### config.mk
export PLATFORM = sky130hd
export DESIGN_NAME = bus_cycle_ctrl
export DESIGN_NICKNAME = d
export VERILOG_FILES = /design/src/rtl/bus_cycle_ctrl.sv
export SDC_FILE = /design/constraint.sdc
export NUM_CORES = 1
export LEC_CHECK = 0
export BUFFER_PORTS_ARGS = -buffer_cell sky130_fd_sc_hd__buf_2
export CORE_MARGIN = 10
export CORE_UTILIZATION = 46
export DETAILED_ROUTE_END_ITERATION = 7
export GPL_TIMING_DRIVEN = 0
export PLACE_DENSITY = 0.79
export SETUP_SLACK_MARGIN = 0.2
export SYNTH_ARGS = -nofsm -noshare
export SYNTH_HDL_FRONTEND = slang
export SYNTH_SLANG_ARGS = --single-unit
### constraint.sdc
create_clock -name clk -period 1.6 [get_ports clk]
set_clock_uncertainty 0.05 [all_clocks]
set_input_delay 0.48 -clock clk [delete_from_list [all_inputs] [get_ports clk]]
set_output_delay 0.48 -clock clk [all_outputs]
set_load 0.05 [all_outputs]
### src/rtl/bus_cycle_ctrl.sv
// 8086-style T1..T4 external bus cycle sequencer with READY wait states.
// Latency: request sampled at E0, done pulses 4 cycles later plus one cycle per wait state.
// Backpressure: req is only accepted in IDLE; ready=0 in T3/TW inserts TW states.
//
// Ports:
//   clk, rst (sync, active-low)    - clock and reset
//   req, wr, fetch, addr, wdata    - cycle request from the address ALU (latched on acceptance)
//   ready, data_in                 - memory ready and byte from the I/O buffer
//   busy, done, timeout            - cycle status (done/timeout are single-cycle pulses in T4)
//   rdata, q_en                    - captured read byte and instruction queue load enable
//   ale, addr_bus, rd_n, wr_n,     - external bus control, address and data
//   den_n, dt_r, data_oe, data_out
//
// Build option: define BUS_TIMEOUT_EN to abort a cycle after MAX_WAIT+1 TW states.

module bus_cycle_ctrl #(
    parameter int MAX_WAIT = 15
) (
    input  logic        clk,
    input  logic        rst,
    input  logic        req,
    input  logic        wr,
    input  logic        fetch,
    input  logic [19:0] addr,
    input  logic [7:0]  wdata,
    input  logic        ready,
    input  logic [7:0]  data_in,
    output logic        busy,
    output logic        done,
    output logic        timeout,
    output logic [7:0]  rdata,
    output logic        q_en,
    output logic        ale,
    output logic [19:0] addr_bus,
    output logic        rd_n,
    output logic        wr_n,
    output logic        den_n,
    output logic        dt_r,
    output logic        data_oe,
    output logic [7:0]  data_out
);

    typedef enum logic [2:0] {
        S_IDLE,
        S_T1,
        S_T2,
        S_T3,
        S_TW,
        S_T4
    } state_t;

    state_t state;
    state_t state_nx;

    logic lat_wr;
    logic lat_fetch;
    logic accept;
    logic cyc_wr;
    logic cyc_fetch;
    logic ready_exit;
    logic strobe_nx;
    logic wait_hit;

`ifdef BUS_TIMEOUT_EN
    logic [3:0] wait_cnt;
    // Counter holds the number of TW cycles already completed, so the
    // MAX_WAIT-th compare fires on the (MAX_WAIT+1)-th TW cycle.
    assign wait_hit = (state == S_TW) && !ready && (wait_cnt == 4'(MAX_WAIT));
`else
    assign wait_hit = 1'b0;
    assign timeout  = 1'b0;
`endif

    always_comb begin
        accept     = (state == S_IDLE) && req;
        // Outputs are decoded from the next state, so on the accepting edge the
        // request attributes must come straight from the inputs.
        cyc_wr     = accept ? wr : lat_wr;
        cyc_fetch  = accept ? (fetch & ~wr) : lat_fetch;
        ready_exit = ((state == S_T3) || (state == S_TW)) && ready;

        state_nx = state;
        case (state)
            S_IDLE:  if (req) state_nx = S_T1;
            S_T1:    state_nx = S_T2;
            S_T2:    state_nx = S_T3;
            S_T3:    state_nx = ready ? S_T4 : S_TW;
            S_TW:    if (ready || wait_hit) state_nx = S_T4;
            S_T4:    state_nx = S_IDLE;
            default: state_nx = S_IDLE;
        endcase

        strobe_nx = (state_nx == S_T2) || (state_nx == S_T3) || (state_nx == S_TW);
    end

    always_ff @(posedge clk) begin
        if (!rst) begin
            state     <= S_IDLE;
            lat_wr    <= 1'b0;
            lat_fetch <= 1'b0;
            busy      <= 1'b0;
            done      <= 1'b0;
            q_en      <= 1'b0;
            ale       <= 1'b0;
            addr_bus  <= 20'h0;
            rd_n      <= 1'b1;
            wr_n      <= 1'b1;
            den_n     <= 1'b1;
            dt_r      <= 1'b1;
            data_oe   <= 1'b0;
            data_out  <= 8'h0;
            rdata     <= 8'h0;
`ifdef BUS_TIMEOUT_EN
            wait_cnt  <= 4'h0;
            timeout   <= 1'b0;
`endif
        end else begin
            state <= state_nx;

            if (accept) begin
                lat_wr    <= wr;
                lat_fetch <= fetch & ~wr;
                addr_bus  <= addr;
                if (wr) data_out <= wdata;
            end

            busy    <= (state_nx != S_IDLE);
            ale     <= (state_nx == S_T1);
            done    <= (state_nx == S_T4);
            dt_r    <= !(cyc_wr && (state_nx != S_IDLE));
            den_n   <= !strobe_nx;
            rd_n    <= !(strobe_nx && !cyc_wr);
            wr_n    <= !(strobe_nx && cyc_wr);
            data_oe <= cyc_wr && (strobe_nx || (state_nx == S_T4));
            q_en    <= (state_nx == S_T4) && !cyc_wr && cyc_fetch && !wait_hit;

            if (ready_exit) begin
                rdata <= data_in;
            end else if (wait_hit) begin
                rdata <= 8'hFF;
            end

`ifdef BUS_TIMEOUT_EN
            if (state == S_T1) begin
                wait_cnt <= 4'h0;
            end else if (state == S_TW) begin
                wait_cnt <= wait_cnt + 4'd1;
            end
            timeout <= wait_hit;
`endif
        end
    end

endmodule

# == After elaboration in Yosys (flattened, before gate mapping) ==
# Index checks and enable logic that the tools add are counted.
# word_totals
ff_bits,50
input_bits,42
out_inout_bits,46
wordCells,52
# classes
n_eq_ne,9
n_mux,6
bitwise,2
reduce_logical,20
# op_table
op,n
3-bit one-hot mux with 5 select lines,1
"3-bit by 2-bit equality test with 1-bit output, second input constant",4
"3-bit equality test, second input constant",3
1-bit logical AND,8
"3-bit by 1-bit equality test with 1-bit output, second input constant",2
3-bit 2-to-1 mux,2
1-bit zero test,5
1-bit logical OR,4
3-bit zero test,1
1-bit 2-to-1 mux,3
3-bit nonzero test,1
2-bit AND reduction,1
1-bit bitwise AND,1
1-bit NOT,1

# == Logic depth before layout (Yosys ltp) ==
# logic_depth
depth_word,7
mapped_depth,6
ltp_nobuf,3

# == Worst setup path after synthesis ==
# Ideal clock, no wire load.
# synth_timing
path_type,input-to-reg
startpoint,input port req
endpoint,register addr_bus[0]
setup_time_ns,0.132
arrival_ns,1.326
path_slack_ns,0.092
stages,5
path_buffers,2
path_cell_list,or4b_4 -> buf_6 -> buf_6 -> nand2_1 -> a21oi_1
# synth_between
elab_chain_cells,1
# synth_rtl
item,line,text
"start, declared",21,"input logic req,"
1-bit logical AND,75,accept = (state == S_IDLE) && req;
"end signal, assigned",123,addr_bus <= addr;
"end, declared",34,"output logic [19:0] addr_bus,"
# Every way passes these cells.
# A chain may end at the register's enable or synchronous reset.

# == Final worst setup path ==
# layout_timing
startpoint,register state[0]
endpoint,register addr_bus[16]
# layout_between
elab_chain_cells,2
# layout_rtl
item,line,text
"start, declared",52,state_t state;
"start signal, assigned",118,state <= state_nx;
3-bit zero test,75,
1-bit logical AND,75,
# Every way passes these cells.

==> reports/results.ini <==
[run_status]
status = finished, final reports clean

[synth]
synthTopCellsByCount = nand2_1 (59), dfxtp_1 (50), a21oi_1 (29)
synthArstFlopShare_pct = 0
yosys_warnings = 0
synth_area_um2 = 1900
synth_cell_types = 32
syn_nets = 255
yosysMostFrequentCell = nand2_1
synth-main-ff-cell = dfxtp_1
ys_seq_area_share_pct = 52.7
synthCells = 213
ys_ff_latch = 50
synth.area.top_cells = dfxtp_1 (53%), nand2_1 (12%), a21oi_1 (7.6%)
synth_top_area_cell = dfxtp_1
netlist.area_leader.share_pct = 52.7
avgSynthCellArea_um2 = 8.92
synth-edff-count = 0

[global_route]
grt_overflow_total = 0
grt_max_degree = 15
grt_pass1_vias = 1771
grt_usage_pct = 14.0
antenna_found_initial = 0
grt_first_pass_wirelength_um = 8460

[worst_setup_path]
cp_data_required_time_ns = 1.71
path_cells = buf_6 > or4b_4 > buf_6 > buf_6 > nand2_1 > a21oi_1
crit_top_cell = buf_6
max_stage_delay_ns = 0.52
crit_path_top_delay_cell = or4b_4
worstPathArrival_ns = 1.66
end_kind = flip-flop
crit_buf_inv = 3
path_class = flip-flop to flip-flop
crit_fanout = 10
start_kind = flip-flop
critPathTopFamily = simple AND/OR/NAND/NOR gates

[timing]
rsz0062_at_grt = true
holdWs_ns = 0.372
hold_violations = 0
setup_violations = 0
report.final.slew_viol_count = 0
max_freq_ghz = 0.646
finalCritPeriodShare_pct = 96.7
post-route-min-period_ns = 1.55

[drt]
antenna_left = 0
vias = 1783
drt-total-wl_um = 5270
firstDrtPassIters = 4
via_per_inst = 4.98
drt_iter0_markers = 78
drcViolationCount = 0
routedWlPerCell_um = 14.7

[layout]
nets = 350
nFillCells = 316
postLayoutCoreUtil_pct = 69.9
regArea_um2 = 1010
multi_input_area_um2 = 820
syn2layout_area_growth_pct = 47.2
n_antenna_cell = 0
drive_gt1_share_pct = 40.3

[power_and_ir_drop]
irDropWorstVdd_v = 0.000711
cellLeakagePower_nw = 1.21
powerDensity_nw_per_um2 = 1230

[floorplan]
io_pins = 88
core-area_um2 = 4000
initial_core_util_pct = 47.5
dieWidth_um = 84.3
placementRows = 23
die_h_um = 84.3
die_area_um2 = 7100

[placed_design]
io_buffers = 85
gp_congestion = 0.795
dpl.hpwl_um = 3770

[clock_tree]
root_buffer = clkbuf_8
cts_made_buffers = 5
h-tree-depth = 2
clk_latency_ns = 0.29
cts.clk_slew.worst_paths_ns = 0.08
cts_tree = done
cts.sinks = 50
clockBufferDepth = 2

[flow_run]
cap_violations = 0

[hold_path]
min_path_type = input pin to flip-flop

==> stage by stage <==
stage | power, W | area, um^2 | std cells | TNS [ns] | setup WS [ns]
floorplan | 0.00217 | 1900 | 213 | 0 | 0.0958
global placement | 0.00239 | 2390 | 348 | -1.99 | -0.0859
detailed placement | 0.00241 | 2390 | 348 | -2.15 | -0.100
CTS | 0.00339 | 2660 | 357 | 0 | 0.0421
global route | 0.00361 | 2800 | 358 | 0 | 0.00296
finish | 0.00344 | 2800 | 358 | 0 | 0.0524
==> cell usage in the layout, fill, tap and decap left out, drive strengths merged <==
master,n
a21oi,29
or4b,2
nand3,10
conb,1
and3b,1
bufinv,1
nor3,1
buf,97
or3,1
mux2i,10
clkbuf,15
nor2b,1
nor3b,1
and3,2
dfxtp,50
or4,1
a221oi,1
mux2,1
xnor2,1
o221ai,1
nor2,2
nand3b,1
o21a,3
o21ai,11
and2,1
nand2b,1
inv,2
nor4b,1
nand2,59
==> layer usage <==
layer,global-route usage [%],part of all wire [%],vias to the layer above
met3,7.15,9.9,4
met4,3.35,0.68,0
li1,-,-,894
met2,22.3,48,64
met1,16.2,41,821
met5,0,0,-
==> final cells by class <==
type / count / share of cell area, %
Inverter: 2 / 0.268
Tap cell: 50 / 2.24
Buffer: 18 / 4.83
Clock buffer: 6 / 2.95
Clock inverter: 1 / 1.07
Multi-Input combinational cell: 143 / 29.3
Timing Repair Buffer: 88 / 23.3
Sequential cell: 50 / 36.0
==> flip-flops by register name (all words and copies together) (netlist names) <==
signal     cells
lat_wr         1
lat_fetch      1
state          3
done           1
wr_n           1
rdata          8
den_n          1
rd_n           1
q_en           1
data_out       8
dt_r           1
busy           1
ale            1
addr_bus      20
data_oe        1
==> where the power goes <==
group          switching (W)  total [W]  internal, W
logic               0.000703    0.00113     0.000425
registers          0.0000640    0.00143      0.00136
clock network       0.000381   0.000882     0.000500
total                0.00115    0.00344      0.00229
==> cells by family (layout without fill, tap and decap cells) <==
group | Yosys count | in the layout | synth area share (%)
DFF | 50 | 50 | 52.7
and+or+nand+nor | 85 | 85 | 21.5
AOI/OAI and AO/OA | 45 | 45 | 12.6
other | 1 | 1 | 0.197
muxes | 11 | 11 | 6.06
buffers and inverters | 20 | 115 | 6.52
xor gates and xnor gates | 1 | 1 | 0.461
==> path summary, 6_finish.rpt <==
path	startpoint	endpoint	slack, ns	cells past startpoint
setup / recovery	state[0]	addr_bus[16]	0.05	6
hold / removal	addr[2]	addr_bus[2]	0.37	3
setup reg to reg	state[0]	addr_bus[16]	0.05	6
hold reg to reg	addr_bus[11]	addr_bus[11]	0.40	2
==> worst min-delay path, delay by kind of cell <==
kind / cells / cell delay, ns
AO/OA/AOI/OAI: 1 / 0.05
buffers and inverters: 1 / 0.10
AND/OR/NAND/NOR: 1 / 0.05
==> repair_timing <==
| action | 4_1_cts | 5_1_grt |
|---|---|---|
| buffers inserted | 1 | 0 |
| endpoints found under the setup margin | 86 | 72 |
| hold buffers | 0 | 0 |
| cloned | 1 | 1 |
| gates resized for setup | 53 | 42 |
| pin swaps | 2 | 1 |
| endpoints found under the hold margin | 0 | 0 |
Power figures use the tool's default switching activity.
